File: src/rtl/tx_sbinit_multilane.sv
// Transmit-side SBINIT sequencer for the sideband: requests the clock pattern,
// retries a bounded number of times, picks one functional lane out of the
// redundant set, then exchanges Out-of-Reset and done_req/done_resp under a
// global timeout.
//
// state      | meaning
// -----------+---------------------------------------------------------------
// S_IDLE     | block disabled, counters and outputs held at zero
// S_PATTERN  | pattern burst outstanding, waiting for i_start_pattern_done
// S_OOR      | lane chosen, sending own OOR and waiting for partner OOR
// S_DONE_REQ | done_req sent, waiting for partner done_resp
// S_END      | SBINIT complete, outputs frozen
// S_ERROR    | timeout or pattern exhaustion, outputs frozen
module tx_sbinit_multilane #(
  parameter int SB_MSG_WIDTH     = 4,
  parameter int N_LANES          = 2,
  parameter int MAX_PATTERN_ITER = 4,
  parameter int TIMEOUT_CYCLES   = 8000,
  parameter logic [SB_MSG_WIDTH-1:0] MSG_OOR       = SB_MSG_WIDTH'(3),
  parameter logic [SB_MSG_WIDTH-1:0] MSG_DONE_REQ  = SB_MSG_WIDTH'(1),
  parameter logic [SB_MSG_WIDTH-1:0] MSG_DONE_RESP = SB_MSG_WIDTH'(2)
) (
  input  logic                    i_clk,
  input  logic                    i_rst_n,
  input  logic                    i_SBINIT_en,
  input  logic                    i_start_pattern_done,
  input  logic [N_LANES-1:0]      i_pattern_detected,
  input  logic                    i_falling_edge_busy,
  input  logic                    i_rx_valid,
  input  logic [SB_MSG_WIDTH-1:0] i_decoded_SB_msg,
  output logic [SB_MSG_WIDTH-1:0] o_encoded_SB_msg_tx,
  output logic                    o_start_pattern_req,
  output logic [N_LANES-1:0]      o_lane_sel,
  output logic                    o_valid_tx,
  output logic                    o_SBINIT_end_tx,
  output logic                    o_timeout_err
);

  localparam int TW = (TIMEOUT_CYCLES > 1) ? $clog2(TIMEOUT_CYCLES) : 1;
  localparam logic [TW-1:0] TMO_LAST = TW'(TIMEOUT_CYCLES - 1);
  localparam logic [3:0]    ITER_MAX = 4'(MAX_PATTERN_ITER);

  typedef enum logic [2:0] {
    S_IDLE, S_PATTERN, S_OOR, S_DONE_REQ, S_END, S_ERROR
  } state_t;

  state_t                  state_q, state_d;
  logic [3:0]              iter_q, iter_d, iter_inc;
  logic [TW-1:0]           tmo_q, tmo_d;
  logic [SB_MSG_WIDTH-1:0] msg_d;
  logic                    req_d, valid_d, end_d, err_d, timed;
  logic [N_LANES-1:0]      lane_d, lane_first;

  // Lowest-index detected lane as a one-hot vector.
  always_comb begin
    lane_first = '0;
    for (int i = N_LANES - 1; i >= 0; i--) begin
      if (i_pattern_detected[i]) begin
        lane_first    = '0;
        lane_first[i] = 1'b1;
      end
    end
  end

  // Next-state and next-output decode; enable-low is applied last so it wins.
  always_comb begin
    state_d  = state_q;
    iter_d   = iter_q;
    tmo_d    = tmo_q;
    msg_d    = o_encoded_SB_msg_tx;
    req_d    = 1'b0;
    lane_d   = o_lane_sel;
    valid_d  = o_valid_tx;
    end_d    = o_SBINIT_end_tx;
    err_d    = o_timeout_err;
    timed    = 1'b0;
    iter_inc = iter_q + 4'd1;

    if (i_falling_edge_busy && !i_rx_valid) valid_d = 1'b0;

    case (state_q)
      S_IDLE: begin
        iter_d  = '0;
        tmo_d   = '0;
        msg_d   = '0;
        lane_d  = '0;
        valid_d = 1'b0;
        end_d   = 1'b0;
        err_d   = 1'b0;
        if (i_SBINIT_en) begin
          state_d = S_PATTERN;
          req_d   = 1'b1;
        end
      end
      S_PATTERN: begin
        timed = 1'b1;
        if (i_start_pattern_done) begin
          if (|i_pattern_detected) begin
            lane_d  = lane_first;
            msg_d   = MSG_OOR;
            valid_d = 1'b1;
            state_d = S_OOR;
          end else begin
            iter_d = iter_inc;
            if (iter_inc == ITER_MAX) state_d = S_ERROR;
            else                      req_d   = 1'b1;
          end
        end
      end
      S_OOR: begin
        timed = 1'b1;
        if (i_decoded_SB_msg == MSG_OOR && !o_valid_tx) begin
          msg_d   = MSG_DONE_REQ;
          valid_d = 1'b1;
          state_d = S_DONE_REQ;
        end
      end
      S_DONE_REQ: begin
        timed = 1'b1;
        if (i_decoded_SB_msg == MSG_DONE_RESP) begin
          end_d   = 1'b1;
          state_d = S_END;
        end
      end
      S_END:   ;
      S_ERROR: ;
      default: state_d = S_IDLE;
    endcase

    if (timed) begin
      tmo_d = tmo_q + TW'(1);
      if (tmo_q == TMO_LAST && state_d != S_END) state_d = S_ERROR;
    end

    if (state_d == S_ERROR) begin
      err_d   = 1'b1;
      valid_d = 1'b0;
      req_d   = 1'b0;
    end

    if (!i_SBINIT_en) begin
      state_d = S_IDLE;
      iter_d  = '0;
      tmo_d   = '0;
      msg_d   = '0;
      req_d   = 1'b0;
      lane_d  = '0;
      valid_d = 1'b0;
      end_d   = 1'b0;
      err_d   = 1'b0;
    end
  end

  // State, counters and registered outputs with synchronous reset.
  always_ff @(posedge i_clk) begin
    if (!i_rst_n) begin
      state_q             <= S_IDLE;
      iter_q              <= '0;
      tmo_q               <= '0;
      o_encoded_SB_msg_tx <= '0;
      o_start_pattern_req <= 1'b0;
      o_lane_sel          <= '0;
      o_valid_tx          <= 1'b0;
      o_SBINIT_end_tx     <= 1'b0;
      o_timeout_err       <= 1'b0;
    end else begin
      state_q             <= state_d;
      iter_q              <= iter_d;
      tmo_q               <= tmo_d;
      o_encoded_SB_msg_tx <= msg_d;
      o_start_pattern_req <= req_d;
      o_lane_sel          <= lane_d;
      o_valid_tx          <= valid_d;
      o_SBINIT_end_tx     <= end_d;
      o_timeout_err       <= err_d;
    end
  end

endmodule

File: config.mk
export PLATFORM = sky130hd
export DESIGN_NAME = tx_sbinit_multilane
export DESIGN_NICKNAME = d
export VERILOG_FILES = /design/src/rtl/tx_sbinit_multilane.sv
export SDC_FILE = /design/constraint.sdc
export NUM_CORES = 1
export LEC_CHECK = 0
export CAP_MARGIN = 0
export CELL_PAD_IN_SITES_DETAIL_PLACEMENT = 0
export CELL_PAD_IN_SITES_GLOBAL_PLACEMENT = 1
export CORE_UTILIZATION = 44
export CTS_BUF_LIST = sky130_fd_sc_hd__clkbuf_4 sky130_fd_sc_hd__clkbuf_8
export CTS_CLUSTER_DIAMETER = 200
export CTS_CLUSTER_SIZE = 40
export DETAILED_ROUTE_END_ITERATION = 7
export PLACE_DENSITY = 0.9
export RECOVER_POWER = 100
export SKIP_LAST_GASP = 1
export SLEW_MARGIN = 15
export SYNTH_ARGS = -nofsm -noshare
export SYNTH_HDL_FRONTEND = slang
export SYNTH_SLANG_ARGS = --single-unit
File: constraint.sdc
create_clock -name i_clk -period 2.7 [get_ports i_clk]
set_input_delay 0.54 -clock i_clk [delete_from_list [all_inputs] [get_ports i_clk]]
set_output_delay 0.54 -clock i_clk [all_outputs]
set_load 0.02 [all_outputs]
; ---- Word-level counts from Yosys, hierarchy flattened
; Cells that the tools add are included.
[classes]
mux = 37
n_addsub = 2
n_reduce_logical = 20
bitwise = 2
n_eq_ne = 16
[ops]
columns = cell, n
row1 = 13-bit two-way mux, 2
row2 = 3-bit two-way mux, 8
row3 = 4-bit two-way mux, 5
row4 = 3-bit case mux with 5 select lines, 1
row5 = "13-bit by 1-bit adder with 13-bit output, second input constant", 1
row6 = "13-bit == test, second input constant", 1
row7 = 4-bit case mux with 3 select lines, 1
row8 = 1-bit two-way mux, 11
row9 = "2-bit != test, second input constant", 5
row10 = "3-bit == test, second input constant", 3
row11 = "4-bit by 2-bit == test with 1-bit output, second input constant", 2
row12 = 2-bit two-way mux, 4
row13 = 4-bit case mux with 2 select lines, 1
row14 = 2-bit nonzero test, 4
row15 = "3-bit by 2-bit == test with 1-bit output, second input constant", 2
row16 = 3-bit AND reduction, 2
row17 = 3-bit OR reduction, 2
row18 = "4-bit by 1-bit adder with 4-bit output, second input constant", 1
row19 = "4-bit by 3-bit == test with 1-bit output, second input constant", 1
row20 = 1-bit case mux with 2 select lines, 2
row21 = 2-bit case mux with 2 select lines, 1
row22 = 2-bit AND reduction, 2
row23 = 4-bit AND reduction, 1
row24 = 2-bit OR reduction, 2
row25 = 8 further kinds, 12
[word_totals]
regBits = 30
wordCells = 86
inputBits = 12
output_inout_bits = 10

; ---- Logic depth before layout (Yosys ltp)
; Gate-level depths: netlist (run 1).
[logic_depth]
depth_word = 12
depth_mapped = 7

; ---- Worst setup path before layout (run 1)
; No wires, ideal clock.
[synth_path]
path_type = reg-to-reg
startpoint = reg iter_q[0]
endpoint = reg o_valid_tx
period_less_slack_ps = 1741
n_path_buf = 0
path_stages_with_launch = 7
arrival_ps = 1681
slack_ps = 959
required_time_ps = 2640
path_cell_list = dfxtp_1 ha_1 nand2b_1 or4_4 a31oi_4 mux2i_1 and3b_1
[synth_via]
elab_chain_cells = 12
[synth_lines]
columns = item, line_no
row1 = start: declaration, 48  ; logic [3:0] iter_q, iter_d, iter_inc;
row2 = start signal: assignment, 168  ; iter_q <= iter_d;
row3 = 4-bit by 1-bit adder with 4-bit output (*), 77  ; iter_inc = iter_q + 4'd1;
row4 = 4-bit by 3-bit == test with 1-bit output (*), 105  ; if (iter_inc == ITER_MAX) state_d = S_ERROR;
row5 = 3-bit two-way mux (*), 105
row6 = 3-bit two-way mux (*), 98  ; if (|i_pattern_detected) begin
row7 = 3-bit two-way mux (*), 97  ; if (i_start_pattern_done) begin
row8 = 3-bit case mux with 5 select lines (*), 81  ; case (state_q)
row9 = 3-bit != test, 132  ; if (tmo_q == TMO_LAST && state_d != S_END) state_d = S_ERROR;
row10 = 1-bit logical AND, 132
row11 = 3-bit two-way mux, 132
row12 = 3-bit two-way mux (*), 130  ; if (timed) begin
row13 = 3-bit == test (*), 135  ; if (state_d == S_ERROR) begin
row14 = 3-bit OR reduction (no source line) (*), --
row15 = end signal: assignment, 173  ; o_valid_tx <= valid_d;
row16 = end: declaration, 34  ; output logic o_valid_tx,
; Mark *: on every way between the ends. The rest lies on a longest branch, timed or not.
; A chain may end at the register's enable or synchronous reset.

; ---- Worst setup path after layout (run 1)
[layout_path]
startpoint = in i_decoded_SB_msg[0]
endpoint = reg o_valid_tx
[layout_via]
elab_chain_cells = 10
elab_cells_between_ends = 14
classes_between = eq/ne: 4 / mux: 7 / reduce/logical: 3
[layout_lines]
columns = item, line_no
row1 = start: declaration, 30  ; input logic [SB_MSG_WIDTH-1:0] i_decoded_SB_msg,
row2 = 4-bit by 2-bit == test with 1-bit output, 112  ; if (i_decoded_SB_msg == MSG_OOR && !o_valid_tx) begin
row3 = 1-bit logical AND, 112
row4 = 3-bit two-way mux, 112
row5 = 3-bit case mux with 5 select lines, 81
row6 = 3-bit != test, 132
row7 = 1-bit logical AND, 132
row8 = 3-bit two-way mux, 132
row9 = 3-bit two-way mux, 130
row10 = 3-bit == test, 135
row11 = 3-bit OR reduction (no source line), --
; Several ways; a longest one is shown, not always the timed one.

==> impl_metrics.json, run 1 <==
{
  "criticalPathCategory": "input port to register",
  "ctsResizeCount": 0,
  "yosysTopAreaCell": "dfxtp_1",
  "p_sw_frac": 0.216,
  "fill_cells": 296,
  "start_util": 0.468,
  "cts-root-buf": "clkbuf_4",
  "ys_warn_count": 0,
  "cts_hold_buf": 0,
  "grt_pass1_wl_mm": 5.25,
  "setup_viol": 0,
  "cts_buffer_depth": 2,
  "yosys-top-cells-count": "28 x dfxtp_1, 25 x nor2_1, 15 x a21oi_1",
  "grt_start_max_net_pins": 18,
  "portBuffers": 19,
  "rsz0062_at_grt": "no",
  "cts_tree": "built",
  "synth_top_family_by_area": "simple AND/OR/NAND/NOR gates",
  "n_antenna_cell": 0,
  "dieArea_um2": 3510,
  "outcome": "finished clean",
  "dp_hpwl_mm": 2.28,
  "synth_edf_count": 0,
  "die_x_um": 59.2,
  "clk_pin_slew_ns": 0.16,
  "timing.final.hold_violations": 0,
  "rows": 20,
  "clkPwrFrac": 0.369,
  "multiInputGateArea_um2": 812,
  "synth_simple_gate_area_frac": 0.307,
  "dieHeight_um": 59.2,
  "yosysUniqueCellTypes": 42,
  "min_from": "o_encoded_SB_msg_tx[0]$_SDFFE_PN0P_",
  "cts_post_setup_buffers_inserted": 0,
  "gr-usage-all-layers": 0.197,
  "r2r_start": "iter_q[0]$_SDFFE_PN0P_",
  "grt-ovfl-total": 0,
  "drtPass1Iterations": 4,
  "synth_xor_area_frac": 0.0669,
  "synth-seq-cells": 28,
  "yosysMostFrequentCell": "dfxtp_1",
  "cp-startpoint": "i_decoded_SB_msg[0]",
  "max_freq_ghz": 0.472,
  "crit_chain": "dlygate4sd3_1 > nor4b_1 > a31oi_1 > a31oi_4 > mux2i_1 > and3b_1",
  "drt_wl_total_mm": 3.01,
  "area_delta_synth_final_pct": 18.6,
  "fin_crit_sh": 0.785,
  "maxCapViolCount": 0,
  "use_met2": 0.324,
  "synth_area_um2": 1440,
  "netlist.area_leader.share": 0.389,
  "synth-main-ff-cell": "dfxtp_1",
  "pwr-share-comb": 0.078,
  "power.density_nw_per_um2": 443,
  "viasPerCell": 5.21,
  "synthMuxAreaShare": 0.00695,
  "syn_inst": 175,
  "regArea_um2": 561,
  "placed_area_um2": 1660,
  "h-tree-depth": 1,
  "worstSetupEndpointType": "register",
  "cp_slowest_cell": "dlygate4sd3_1",
  "drv_slew": 0,
  "antenna_found_initial": 0,
  "crit_path_start_kind": "input port",
  "seqPwrFrac": 0.553,
  "finish.instance_area_um2": 1710,
  "cts.sinks": 28,
  "p_int_uw": 593,
  "report.power.total_uw": 756,
  "p_leak_uw": 0.000649,
  "use_met3": 0.0262,
  "boundaryPins": 22,
  "seq_area_frac_synth": 0.389,
  "layout_min_cycle_time_ns": 2.12,
  "crit_fanout": 3,
  "async_reset_ff_frac": 0,
  "num_vias": 1234,
  "fin_util": 0.555,
  "final_nets": 209,
  "fin_worst_skew_ns": 0.00730,
  "synth_top_cells_by_area": "dfxtp_1 39%, nor2_1 6.5%, a21oi_1 5.2%",
  "ir_drop_mv": 0.237,
  "syn_avg_cell_area_um2": 8.23,
  "grt_pass1_vias": 1242,
  "ant_nets": 0,
  "clk_latency_ns": 0.33,
  "drive_gt1_frac": 0.0415,
  "core-area_um2": 3080,
  "drt_iter0_markers": 24,
  "cp_data_arrival_time_ns": 2.41,
  "synthAdderAreaFrac": 0.0261,
  "wl_per_cell_um": 12.7,
  "p_switching_uw": 163,
  "required_ns": 2.99,
  "cts_buffers": 3,
  "top_usage_layer": "met2",
  "fin_tns_setup_ns": 0,
  "gp_congestion": 0.841,
  "grtUsageMet1": 0.254,
  "drc_errors": 0,
  "synth_compound_area_frac": 0.157,
  "cpPeakStageDelay_ns": 0.57,
  "worstHoldPathType": "register to register"
}
## cell type report
type                       count  share of cell area
multi-input combinational    134               0.475
sequential                    28               0.328
timing repair buffer          21               0.120
tap                           44              0.0322
clock inverter                 1              0.0176
clock buffer                   3              0.0132
inverter                       6              0.0132
## power by group through the flow
stage	registers, µW	logic [µW]	clock network [µW]
floorplan	429	30.5	0
global placement	427	59.4	0
detailed placement	427	60.6	0
CTS	418	60.7	286
global route	419	65.7	298
finish	418	59.1	279
## path summary, 6_finish.rpt
check,depth (start not counted),slack [ns],to
worst max-delay path,6,0.58,o_valid_tx$_SDFF_PP0_
worst min-delay path,2,0.46,o_encoded_SB_msg_tx[0]$_SDFFE_PN0P_
worst max register to register,6,0.76,o_valid_tx$_SDFF_PP0_
worst min register to register,2,0.46,o_encoded_SB_msg_tx[0]$_SDFFE_PN0P_
## per-stage QoR
stage / setup slack (ns) / cells / hold WS, ns
after floorplan: 0.959 / 176 / 0.458
after global placement: 0.425 / 233 / 0.439
after detailed placement: 0.371 / 233 / 0.446
after CTS: 0.738 / 237 / 0.464
after global routing: 0.447 / 237 / 0.485
final: 0.580 / 237 / 0.457
## cells by family (layout without fill, tap and decap cells)
| kind of cell | count (synthesis) | count (layout) |
|---|---|---|
| buf+inv | 14 | 31 |
| other cells | 1 | 2 |
| simple gates | 80 | 80 |
| flops | 28 | 28 |
| compound gates | 37 | 37 |
| fa+ha+maj | 3 | 3 |
| xor+xnor | 11 | 11 |
| mux | 1 | 1 |
## flip-flops by register name (all words and copies together) (netlist names)
| name | count |
|---|---|
| o_lane_sel | 2 |
| o_SBINIT_end_tx | 1 |
| o_start_pattern_req | 1 |
| iter_q | 4 |
| o_timeout_err | 1 |
| state_q | 3 |
| tmo_q | 13 |
| o_encoded_SB_msg_tx | 2 |
| o_valid_tx | 1 |
## worst max-delay path, delay by kind of cell
family                 cells  cell delay (ns)
AO/OA/AOI/OAI              2             0.46
buffers and inverters      1             0.57
multiplexers               1             0.24
AND/OR/NAND/NOR            2             0.60
## placed cells by master, fill, tap and decap left out, types with 2 or more instances in the layout
| master | count |
|---|---|
| and4b_1 | 2 |
| buf_4 | 2 |
| and3b_1 | 2 |
| nor2_1 | 26 |
| conb_1 | 2 |
| o21bai_1 | 2 |
| o21ai_0 | 11 |
| nand3_1 | 9 |
| a31oi_1 | 2 |
| nor4b_1 | 3 |
| and3_1 | 6 |
| nor2b_1 | 4 |
| a21oi_1 | 15 |
| ha_1 | 3 |
| or3_1 | 2 |
| nor3b_1 | 2 |
| nor3_1 | 3 |
| inv_1 | 6 |
| xnor2_1 | 4 |
| nand2_1 | 10 |
| nand2b_1 | 2 |
| clkbuf_4 | 3 |
| clkdlybuf4s50_1 | 7 |
| nand4_1 | 3 |
| xor2_1 | 7 |
| dlygate4sd3_1 | 12 |
| dfxtp_1 | 28 |
## layer usage
layer	vias up	wire (µm)	part of all wire
li1	647	-	-
met1	561	1490	0.49
met2	22	1400	0.46
met3	4	80	0.027
met4	0	45	0.015
met5	-	0	0
Power figures use the tool's default switching activity.
==> run 2, diff against run 1 <==
CORE_UTILIZATION = 37   (was 44)
PLACE_DENSITY = 0.81   (was 0.9)
clock period = 1.7 ns   (was 2.7 ns; I/O delays follow)
==> impl_metrics.json, run 2 (synthesis gave the netlist of run 1 again) <==
{
  "maxCapViolCount": 0,
  "drc_errors": 0,
  "fill_cells": 371,
  "regMostFlops": "tmo_q",
  "pwr-share-comb": 0.085,
  "cp_top_family": "simple AND/OR/NAND/NOR gates",
  "p_switching_uw": 266,
  "clk_latency_ns": 0.27,
  "max_freq_ghz": 0.571,
  "required_ns": 1.93,
  "fin_crit_sh": 1.03,
  "area_delta_synth_final_pct": 32.3,
  "grt_pass1_wl_mm": 5.44,
  "dpl_worst_slack_ns": -0.425,
  "criticalPathCategory": "register to register",
  "stdcell_count": 258,
  "dieArea_um2": 4150,
  "cts_tree": "built",
  "start_util": 0.390,
  "timing.final.hold_violations": 0,
  "drt_iter0_markers": 36,
  "cp.depth": 6,
  "cts-root-buf": "clkbuf_8",
  "drt_wl_total_mm": 3.17,
  "die_x_um": 64.4,
  "clk_pin_slew_ns": 0.10,
  "power.density_nw_per_um2": 678,
  "cp_data_arrival_time_ns": 1.98,
  "setup_viol": 2,
  "cpPeakStageDelay_ns": 0.44,
  "crit_fanout": 4,
  "p_int_uw": 1030,
  "dp_hpwl_mm": 2.40,
  "layout_min_cycle_time_ns": 1.75,
  "gr-usage-all-layers": 0.167,
  "cts_buffer_depth": 2,
  "drv_slew": 0,
  "worstHoldPathType": "register to register",
  "fin_worst_skew_ns": 0.00494,
  "crit_buf_inv": 0,
  "num_vias": 1303,
  "clkPwrFrac": 0.405,
  "reg_top3": "tmo_q x13, iter_q x4, state_q x3",
  "seqPwrFrac": 0.511,
  "dieHeight_um": 64.4,
  "hold_depth": 2,
  "antenna_found_initial": 0,
  "grt-ovfl-total": 0,
  "worstSetupEndpointType": "register",
  "cts_buffers": 3,
  "gp_congestion": 0.877,
  "p_leak_uw": 0.000739,
  "cp_slowest_cell": "or4_4",
  "setup_ws_ns": -0.0518,
  "outcome": "finished, violations left",
  "final_nets": 226,
  "rsz0062_at_grt": "yes",
  "worst_r2r_path_depth": 6,
  "finish.instance_area_um2": 1910,
  "violations": "setup timing",
  "viasPerCell": 5.05,
  "portBuffers": 19,
  "largest_reg_flops": 13,
  "cts.sinks": 28,
  "h-tree-depth": 1,
  "crit_path_start_kind": "register",
  "placed_area_um2": 1790,
  "wl_per_cell_um": 12.3,
  "n_antenna_cell": 0,
  "rows": 22,
  "grt_pass1_vias": 1281,
  "drtPass1Iterations": 5,
  "drive_gt1_frac": 0.162,
  "grt_start_max_net_pins": 17,
  "crit_chain": "ha_2 > nand2b_4 > or4_4 > a31oi_4 > mux2i_1 > and3b_1",
  "fin_hold_ws_ns": 0.459,
  "ir_drop_mv": 0.289,
  "ant_nets": 0,
  "boundaryPins": 22,
  "layout_common_cells": "25 x nor2_1, 25 x dfxtp_1, 15 x a21oi_1, 15 x buf_4, 13 x clkdlybuf4s50_1",
  "p_sw_frac": 0.206,
  "dp_cells": 253,
  "core-area_um2": 3690
}
[run 2: changes by cell type in the layout (fill, tap and decap cells not counted), moves of 2 or more]
| cell | before | now |
|---|---|---|
| buf_4 | 2 | 15 |
| ha_1 | 3 | 1 |
| clkbuf_4 | 3 | 1 |
| dfxtp_1 | 28 | 25 |
| dfxtp_4 | 0 | 2 |
| clkdlybuf4s50_1 | 7 | 13 |
| clkbuf_2 | 0 | 2 |
| dlygate4sd3_1 | 12 | 4 |
| clkbuf_8 | 0 | 3 |
[run 2: path summary, 6_finish.rpt]
| path | endpoint | start | slack [ns] |
|---|---|---|---|
| worst max-delay path | o_valid_tx$_SDFF_PP0_ | iter_q[0]$_SDFFE_PN0P_ | -0.05 |
| worst min-delay path | o_encoded_SB_msg_tx[0]$_SDFFE_PN0P_ | o_encoded_SB_msg_tx[0]$_SDFFE_PN0P_ | 0.46 |
| worst max register to register | o_valid_tx$_SDFF_PP0_ | iter_q[0]$_SDFFE_PN0P_ | -0.05 |
| worst min register to register | o_encoded_SB_msg_tx[0]$_SDFFE_PN0P_ | o_encoded_SB_msg_tx[0]$_SDFFE_PN0P_ | 0.46 |
[run 2: worst min-delay path, delay by kind of cell, from the launching register on]
family          cells  cell delay, ns
flops               1            0.32
buf+inv             1            0.05
compound gates      1            0.05
[run 2: stage by stage]
stage               total power, µW  TNS (ns)  utilization
floorplan                       729         0            -
detailed placement              787     -2.45        0.486
global placement                786     -2.20        0.486
finish                         1290   -0.0745        0.517
global route                   1340    -0.237        0.517
CTS                            1310   -0.0505        0.515
[run 2: repair_timing]
action,in CTS,in global routing
gates resized for setup,7,6
hold buffers,0,0
cloned,0,0
setup endpoints to repair,3,5
endpoints found under the hold margin,0,0
buffers inserted,1,0
pin swaps,3,2
[run 2: cell type report]
cell class	count	area [µm²]	area share
multi-input cells	134	857	0.450
flip-flops and latches	28	569	0.299
repair buffers	38	325	0.171
well taps	48	60.1	0.0315
clock buffers	3	41.3	0.0217
clock inverters	1	30.0	0.0158
inverters	6	22.5	0.0118
[run 2: power by group through the flow]
stage                     clock (µW)  combinational, µW  sequential [µW]
after floorplan                    0               48.4              681
after global placement             0                108              678
after detailed placement           0                109              678
after CTS                        537                111              660
after global routing             562                120              661
final                            523                109              660
[run 2: per-layer routing]
metal / track usage / share of wire / up-vias
met2: 0.288 / 0.46 / 28
met5: 0 / 0 / -
li1: - / - / 681
met3: 0.0286 / 0.031 / 6
met1: 0.207 / 0.49 / 588
met4: 0.0556 / 0.011 / 0
==> run 3, diff against run 2 <==
SETUP_SLACK_MARGIN = 0.1   (was not set)
==> impl_metrics.json, run 3 (synthesis gave the netlist of run 1 again) <==
{
  "outcome": "finished, violations left",
  "violations": "setup timing",
  "max_freq_ghz": 0.579,
  "clk_latency_ns": 0.28,
  "setup_ws_ns": -0.0277,
  "drt_wl_total_mm": 3.43,
  "multiInputGateArea_um2": 898,
  "ir_drop_mv": 0.562,
  "fin_crit_sh": 1.02,
  "layout_min_cycle_time_ns": 1.73,
  "crit_path_start_kind": "register",
  "maxCapViolCount": 0,
  "drive_gt1_frac": 0.194,
  "worstHoldPathType": "register to register",
  "viasPerCell": 5.21,
  "clk_pin_slew_ns": 0.10,
  "wl_per_cell_um": 13.2,
  "crit_fanout": 3,
  "start_util": 0.390,
  "cpPeakStageDelay_ns": 0.51,
  "dp_cells": 254,
  "h-tree-depth": 1,
  "p_leak_uw": 0.000777,
  "dp_hpwl_mm": 2.61,
  "rsz0062_at_grt": "yes",
  "dpl_worst_slack_ns": -0.428,
  "final_nets": 227,
  "largest_reg_flops": 13,
  "cp_slowest_cell": "or4_4",
  "timing.final.hold_violations": 0,
  "dieHeight_um": 64.4,
  "gr-usage-all-layers": 0.173,
  "crit_chain": "ha_4 > nand2_2 > or4_4 > a31oi_4 > buf_4 > buf_6 > nand2b_1 > a21oi_1",
  "cts_tree": "built",
  "portBuffers": 19,
  "regArea_um2": 571,
  "cts-root-buf": "clkbuf_8",
  "area_delta_synth_final_pct": 34.8,
  "required_ns": 1.88,
  "rows": 22,
  "reg_top3": "tmo_q x13, iter_q x4, state_q x3",
  "layout_common_cells": "25 x nor2_1, 24 x dfxtp_1, 15 x a21oi_1",
  "regMostFlops": "tmo_q",
  "core-area_um2": 3690,
  "gp_congestion": 0.851,
  "grt_pass1_wl_mm": 5.67,
  "drt_iter0_markers": 17,
  "grt_start_max_net_pins": 17,
  "fin_worst_skew_ns": 0.00537,
  "dieArea_um2": 4150,
  "cts_buffers": 3,
  "num_vias": 1350,
  "worstSetupEndpointType": "register",
  "drv_slew": 0,
  "layout_commonest_cell": "nor2_1",
  "n_antenna_cell": 0,
  "fin_util": 0.526,
  "cts_buffer_depth": 2,
  "ant_nets": 0,
  "setup_viol": 2,
  "drc_errors": 0,
  "cts.sinks": 28,
  "criticalPathCategory": "register to register",
  "die_x_um": 64.4,
  "stdcell_count": 259,
  "fin_tns_setup_ns": -0.0396,
  "power.density_nw_per_um2": 678,
  "grt_pass1_vias": 1245,
  "regToRegSetupSlack_ns": -0.03,
  "cp_data_arrival_time_ns": 1.91,
  "cts_hold_buf": 0,
  "fill_cells": 372,
  "drtPass1Iterations": 4,
  "boundaryPins": 22,
  "antenna_found_initial": 0,
  "grt-ovfl-total": 0
}
-- run 3: worst max-delay path, delay by kind of cell (launching register included) --
| family | cells | cell delay [ns] |
|---|---|---|
| DFF | 1 | 0.39 |
| AOI/OAI and AO/OA | 2 | 0.23 |
| and+or+nand+nor | 3 | 0.66 |
| buffers and inverters | 2 | 0.22 |
| adders and majority gates | 1 | 0.14 |
-- run 3: layer usage --
metal | wire [µm] | up-vias | part of all wire | global-route usage
li1 | - | 687 | - | -
met3 | 71 | 4 | 0.021 | 0.0214
met5 | 0 | - | 0 | 0
met1 | 1720 | 639 | 0.50 | 0.240
met4 | 29 | 0 | 0.0085 | 0.0500
met2 | 1610 | 20 | 0.47 | 0.276
-- run 3: timing repair --
action,CTS,global route
buffers inserted,0,1
cloned,0,0
pin swaps,0,4
gates resized for setup,4,21
endpoints found under the setup margin,8,13
hold endpoints to repair,0,0
-- run 3: stage by stage --
step / area, µm² / total power, µW / hold WS (ns)
detailed placement: 1830 / 785 / 0.448
floorplan: 1480 / 727 / 0.458
global route: 1940 / 1360 / 0.509
CTS: 1920 / 1320 / 0.468
global placement: 1830 / 784 / 0.436
finish: 1940 / 1320 / 0.468
-- run 3: power breakdown --
part | internal (µW) | switching, µW | total (µW)
logic | 53.8 | 61.0 | 115
clock network | 316 | 225 | 541
registers | 657 | 3.13 | 660
total | 1030 | 289 | 1320
-- run 3: layout make-up --
cell class / instances / area share
inverter: 6 / 0.0116
timing repair buffer: 39 / 0.164
clock buffer: 3 / 0.0213
sequential: 28 / 0.294
multi-input combinational: 134 / 0.463
clock inverter: 1 / 0.0155
tap: 48 / 0.0309
-- run 3: final timing paths --
kind,start,cells after the start,to
hold / removal,o_encoded_SB_msg_tx[0]$_SDFFE_PN0P_,2,o_encoded_SB_msg_tx[0]$_SDFFE_PN0P_
setup / recovery,iter_q[0]$_SDFFE_PN0P_,8,state_q[0]$_SDFF_PN0_
setup reg to reg,iter_q[0]$_SDFFE_PN0P_,8,state_q[0]$_SDFF_PN0_
hold reg to reg,o_encoded_SB_msg_tx[0]$_SDFFE_PN0P_,2,o_encoded_SB_msg_tx[0]$_SDFFE_PN0P_
